## src/rtl/and16_rr_arbiter.sv

```systemverilog
// Round-robin front end for one shared 16-bit AND datapath serving NREQ requesters.
// One grant per cycle; the result lands in a single-entry buffer tagged with the winner id.
module and16_rr_arbiter #(
   parameter int WIDTH = 16,
   parameter int NREQ  = 4,
   parameter int IDW   = 2
) (
   input  logic                  clk,
   input  logic                  rst,
   input  logic [NREQ-1:0]       req_valid,
   input  logic [NREQ*WIDTH-1:0] req_a,
   input  logic [NREQ*WIDTH-1:0] req_b,
   output logic [NREQ-1:0]       req_ready,
   output logic                  resp_valid,
   input  logic                  resp_ready,
   output logic [WIDTH-1:0]      resp_out,
   output logic [IDW-1:0]        resp_id,
   output logic [IDW-1:0]        rr_ptr,
   output logic [15:0]           ops_count
);

   logic             can_accept;
   logic             found;
   logic [IDW-1:0]   win;
   logic [IDW-1:0]   idx;
   logic [WIDTH-1:0] sel_a;
   logic [WIDTH-1:0] sel_b;

   function automatic logic [WIDTH-1:0] and_op(input logic [WIDTH-1:0] a,
                                               input logic [WIDTH-1:0] b);
      return a & b;
   endfunction

   // The buffer can take a new result if empty or being drained this cycle.
   assign can_accept = !resp_valid || resp_ready;

   // Search starts at rr_ptr; IDW-bit addition wraps modulo NREQ (NREQ == 2**IDW).
   always_comb begin
      found = 1'b0;
      win   = '0;
      idx   = '0;
      if (can_accept && !rst) begin
         for (int k = 0; k < NREQ; k++) begin
            idx = rr_ptr + IDW'(k);
            if (!found && req_valid[idx]) begin
               found = 1'b1;
               win   = idx;
            end
         end
      end
   end

   always_comb begin
      req_ready = '0;
      if (found) req_ready[win] = 1'b1;
   end

   assign sel_a = req_a[int'(win)*WIDTH +: WIDTH];
   assign sel_b = req_b[int'(win)*WIDTH +: WIDTH];

   // Stage boundary: granted operands -> registered result buffer.
   always_ff @(posedge clk or posedge rst) begin
      if (rst) begin
         resp_valid <= 1'b0;
         resp_out   <= '0;
         resp_id    <= '0;
         rr_ptr     <= '0;
         ops_count  <= '0;
      end else if (found) begin
         resp_valid <= 1'b1;
         resp_out   <= and_op(sel_a, sel_b);
         resp_id    <= win;
         rr_ptr     <= win + IDW'(1);
         ops_count  <= ops_count + 16'd1;
      end else if (resp_ready) begin
         resp_valid <= 1'b0;
      end
   end

endmodule

```

## config.mk

```make
export PLATFORM = sky130hd
export DESIGN_NAME = and16_rr_arbiter
export DESIGN_NICKNAME = d
export VERILOG_FILES = /design/src/rtl/and16_rr_arbiter.sv
export SDC_FILE = /design/constraint.sdc
export NUM_CORES = 1
export LEC_CHECK = 0
export CELL_PAD_IN_SITES_DETAIL_PLACEMENT = 0
export CELL_PAD_IN_SITES_GLOBAL_PLACEMENT = 1
export CORE_AREA = 2 2 102 104
export DETAILED_ROUTE_END_ITERATION = 8
export DIE_AREA = 0 0 104 106
export PLACE_DENSITY = 0.95
export REMOVE_ABC_BUFFERS = 1
export SKIP_LAST_GASP = 1
export SLEW_MARGIN = 10
export SYNTH_ARGS = -nofsm -noshare
export SYNTH_HDL_FRONTEND = slang
export SYNTH_SLANG_ARGS = --single-unit
```

## constraint.sdc

```tcl
create_clock -name clk -period 3.7 [get_ports clk]
set_input_delay 0.925 -clock clk [delete_from_list [all_inputs] [get_ports clk]]
set_output_delay 0.925 -clock clk [all_outputs]
set_load 0.02 [all_outputs]
```

Yosys cells after proc, flatten, opt, wreduce, memory -nomap -nowiden --
Index checks and enable logic that the tools add are counted.
Cells by class: add/subtract/negate cells 5, order comparisons 6, shift operators 2, mux-type cells 26, bitwise logic cells 1, reductions and logical operators 12
Operators with widths (number):
- $shiftx A64 B7 Y16 | 2
- $add A16 B1 Y16 const B | 1
- $and A16 B16 Y16 | 1
- $lt A2 B3 Y1 const B | 5
- $mux W1 | 15
- $mux W2 | 5
- $bmux W1 S2 | 4
- $logic_and A1 B1 Y1 | 5
- $logic_not A1 Y1 | 5
- $add A2 B1 Y2 const B | 2
- $add A2 B2 Y2 const B | 2
- $mux W4 | 1
- $demux W1 S2 | 1
- $ge A2 B1 Y1 const B | 1
- $reduce_bool A2 Y1 | 1
- $logic_or A1 B1 Y1 | 1
Storage, ports and cells: flip-flop bits (word level) 37, input bits 135, logic and storage cells 57

Logic depth before layout (Yosys ltp) --
depth in word-level cells 21, gate-level depth with buffers 9, depth with buffers taken out 6

Worst setup path before layout --
Ideal clock, no wire load.
kind input port to output port, start point input port req_valid[2], end point output port req_ready[3], arrival 2263 ps, required time 2775 ps, path slack 512 ps, cell stages on the path 7, cell sequence nor2b_1 -> nor3_2 -> o22ai_2 -> or3_1 -> buf_2 -> buf_6 -> nor2_1
Between the ends: longest elaborated chain between the ends 21, elaborated cells between the ends (all ways) 33
Ends and longest elaborated chain:
- from (decl) | RTL line 10 | input logic [NREQ-1:0] req_valid,
- $bmux W1 S2 | RTL line 45 | if (!found && req_valid[idx]) begin
- $mux W1 (not written as such) | RTL line 45
- $mux W1 | RTL line 45
- $mux W1 | RTL line 42 | if (can_accept && !rst) begin
- $logic_not A1 Y1 | RTL line 45
- $logic_and A1 B1 Y1 | RTL line 45
- $mux W1 | RTL line 45
- $mux W1 | RTL line 42
- [... 5 more ...]
- $logic_and A1 B1 Y1 | RTL line 45
- $mux W2 | RTL line 45
- $mux W2 | RTL line 42
- $lt A2 B3 Y1 (not written as such) or $ge A2 B1 Y1 (tied branches) | RTL line 55 | if (found) req_ready[win] = 1'b1;
- $logic_and A1 B1 Y1 (not written as such) | RTL line 55
- $mux W1 (not written as such) | RTL line 55
- $demux W1 S2 | RTL line 55
- $mux W4 (*) | RTL line 55
- to (decl) | RTL line 13 | output logic [NREQ-1:0] req_ready,
Every way passes the cells marked *; elsewhere a longest branch is shown, timed or not. The select of a mux whose other input is x is not followed.

Worst setup path in the final report --
start point input port req_valid[3], end point output port req_ready[3]
The elaborated chain is that of the path after synthesis.

==> results <==
report_power, final:
group	internal (mW)	switching, mW
sequential	0.492	0.0913
clock	0.272	0.166
combinational	0.522	0.493
total	1.29	0.750
cell usage in the layout (no fill, tap or decap), drive strengths merged, types with 10 or more instances in the layout:
cell type,synthesis,final
nor2,14,14
o21ai,24,24
buf,17,27
clkdlybuf4s50,0,169
a221oi,16,16
a21oi,13,13
nand2,32,32
nand3,16,16
o221a,16,16
mux2i,24,24
dfrtp,37,37
xnor2,10,10
a221o,12,12
sequential cells by signal (all words and copies together) (netlist names):
register and flops:
resp_valid 1, rr_ptr 2, resp_id 2, ops_count 16, resp_out 16
how the worst min path moves through the flow:
stage,end,slack [ns],cells past startpoint
after global routing,ops_count[15]$_DFFE_PP0P_,0.50,1
after global placement,ops_count[15]$_DFFE_PP0P_,0.46,1
after floorplan,ops_count[15]$_DFFE_PP0P_,0.58,1
after detailed placement,ops_count[15]$_DFFE_PP0P_,0.46,1
after CTS,ops_count[15]$_DFFE_PP0P_,0.47,1
final,ops_count[15]$_DFFE_PP0P_,0.47,1
through the flow:
step           cell area (sq um)  total power, mW  utilization (%)
2_1_floorplan               2490             1.07                -
4_1_cts                     4760             2.05             47.6
3_5_place_dp                4620             1.61             46.2
5_1_grt                     4760             2.15             47.6
6_report                    4760             2.04             47.6
3_3_place_gp                4620             1.59             46.2
kinds of logic after synthesis:
family | after synthesis | share of synthesized area (%)
multiplexers | 24 | 9.16
buffers and inverters | 25 | 5.35
XOR/XNOR | 14 | 4.68
AND/OR/NAND/NOR | 92 | 17.6
flip-flops | 37 | 35.3
AO/OA/AOI/OAI | 89 | 27.4
adder cells (fa/ha/maj) | 1 | 0.477
final cells by class:
| cell class | count | area (sq um) |
|---|---|---|
| multi-input cells | 220 | 1580 |
| inverters | 2 | 7.51 |
| clock buffers | 5 | 68.8 |
| well taps | 136 | 170 |
| clock inverters | 3 | 68.8 |
| flip-flops and latches | 37 | 926 |
| repair buffers | 201 | 1950 |
| fillers | 978 | 5240 |
metal layers:
layer  vias to the layer above  global-route usage (%)  share of wire (%)
met5                         -                       0                  0
met4                         0                    4.34                1.3
met3                        13                    4.05                5.7
met2                       142                    37.1                 53
met1                      1492                    21.3                 40
li1                       1448                       -                  -
timing repair:
| action | 4_1_cts | 5_1_grt |
|---|---|---|
| endpoints found under the setup margin | 3 | 3 |
| resized for setup | 4 | 3 |
| pin swaps | 0 | 2 |
| endpoints found under the hold margin | 0 | 0 |
| buffers inserted | 0 | 0 |
| hold buffers | 0 | 0 |
critical path: stages:
cell and delay [ns]:
clkdlybuf4s50_1 0.53, nor2b_1 0.07, nor3_2 0.21, o22ai_4 0.13, buf_4 0.16, or3_1 0.33, nor2_1 0.11, buf_4 0.16
==> metrics <==
status=completed; min Tclk post-route=3.56 ns; Critical Path RT=2.77 ns; Non-Filler Instances=604; H-tree levels=2; slew margin rel.=35.7%; Clock Root Buffer=clkbuf_8; Least-Margin Pin Slew=0.964 ns; clk_lat worst skew=0.29 ns; synth warn=0; die area=0.0110 sq mm; fin. max-slew vios=0; TritonRoute pass-1 iters=4; Register-to-Register Path Depth=6; Post-synth top cells=dfrtp_1 (37), nand2_1 (31), mux2i_1 (24), o21ai_0 (18); RSZ-0062 raised after global routing=no; Total Wirelength=10700 um; R2R Setup Slk=1.33 ns; Crit. Startpoint=req_valid[3]; vias=3095; Gate Count Post-Synth=282; Initial Util=26.2%; number of synthesized flops with an enable pin=0; remaining global-route overflow=0; CP arrival=2.63 ns; # diodes=0; synthesized flop and latch total=37; top_reg_cell synth=dfrtp_1; wire per inst=17.7 um; DP Worst Slack=-0.290 ns; share of layout cells above drive strength 1=12.2%; clk sinks=37; synthesized area per cell=9.30 sq um; sequential share of the synthesized area=35.3%; antenna-violating nets left=0; RD Place Congestion=0.789; HPWL after detailed placement=7850 um; Unique masters post-synth=44; Max Cap Viol=0; HP Class=reg -> reg; Final TNS setup=0 ns; Inst Count DP=596; asr flop ratio synth=100%; R2R Path End=resp_out[0]$_DFFE_PP0P_; number of setup violations in the final report=0; CTS max path bufs=2; 1st-iter DRT viols=116; CP startpoint kind=input port; Final #Nets=603; die height=106 um; # IOs=176; Final Hold Fails=0; Synth-to-Final Area Change=81.8%; Final Worst Setup Slack=0.140 ns; first-pass GRT wire length=16800 um; die width=104 um; initial antenna violation count=0; Worst-path clk slew=0.08 ns; critical path class=in -> out; Crit Path Max Fanout=4; DRC violation count after routing=0; largest net degree at the start of global routing=33; crit path capture=req_ready[3]; core area=0.0100 sq mm; largest area contributor in the netlist=dfrtp_1; period utilization=96.2%; vias in the first global route=3304; CTS tree=built; post-synth top area share=35.3%; skew final=0.0111 ns; maximum clock rate=0.281 GHz; number of CTS-inserted buffers=5; vias per cell=5.12; Leak=1.98 nW; Worst VDD drop=0.000237 V; worst hold slack=0.470 ns; Post-Syn Area=0.00262 sq mm; CP Capture Type=primary output; reg-to-reg startpoint=rr_ptr[1]$_DFFE_PP0P_; Total GRT Usage=19.1%; # rows=37; power per cell area=427 mW/mm^2; hold_sp=ops_count[15]$_DFFE_PP0P_; Port Buffer Count=175; most frequent cell after synthesis=dfrtp_1; ranking of synthesized cells by area=dfrtp_1 (35%), mux2i_1 (9.2%), a221oi_1 (5.3%), a221o_1 (4.6%), nand2_1 (4.4%)
Note: power is estimated with default switching activity, not from simulation.
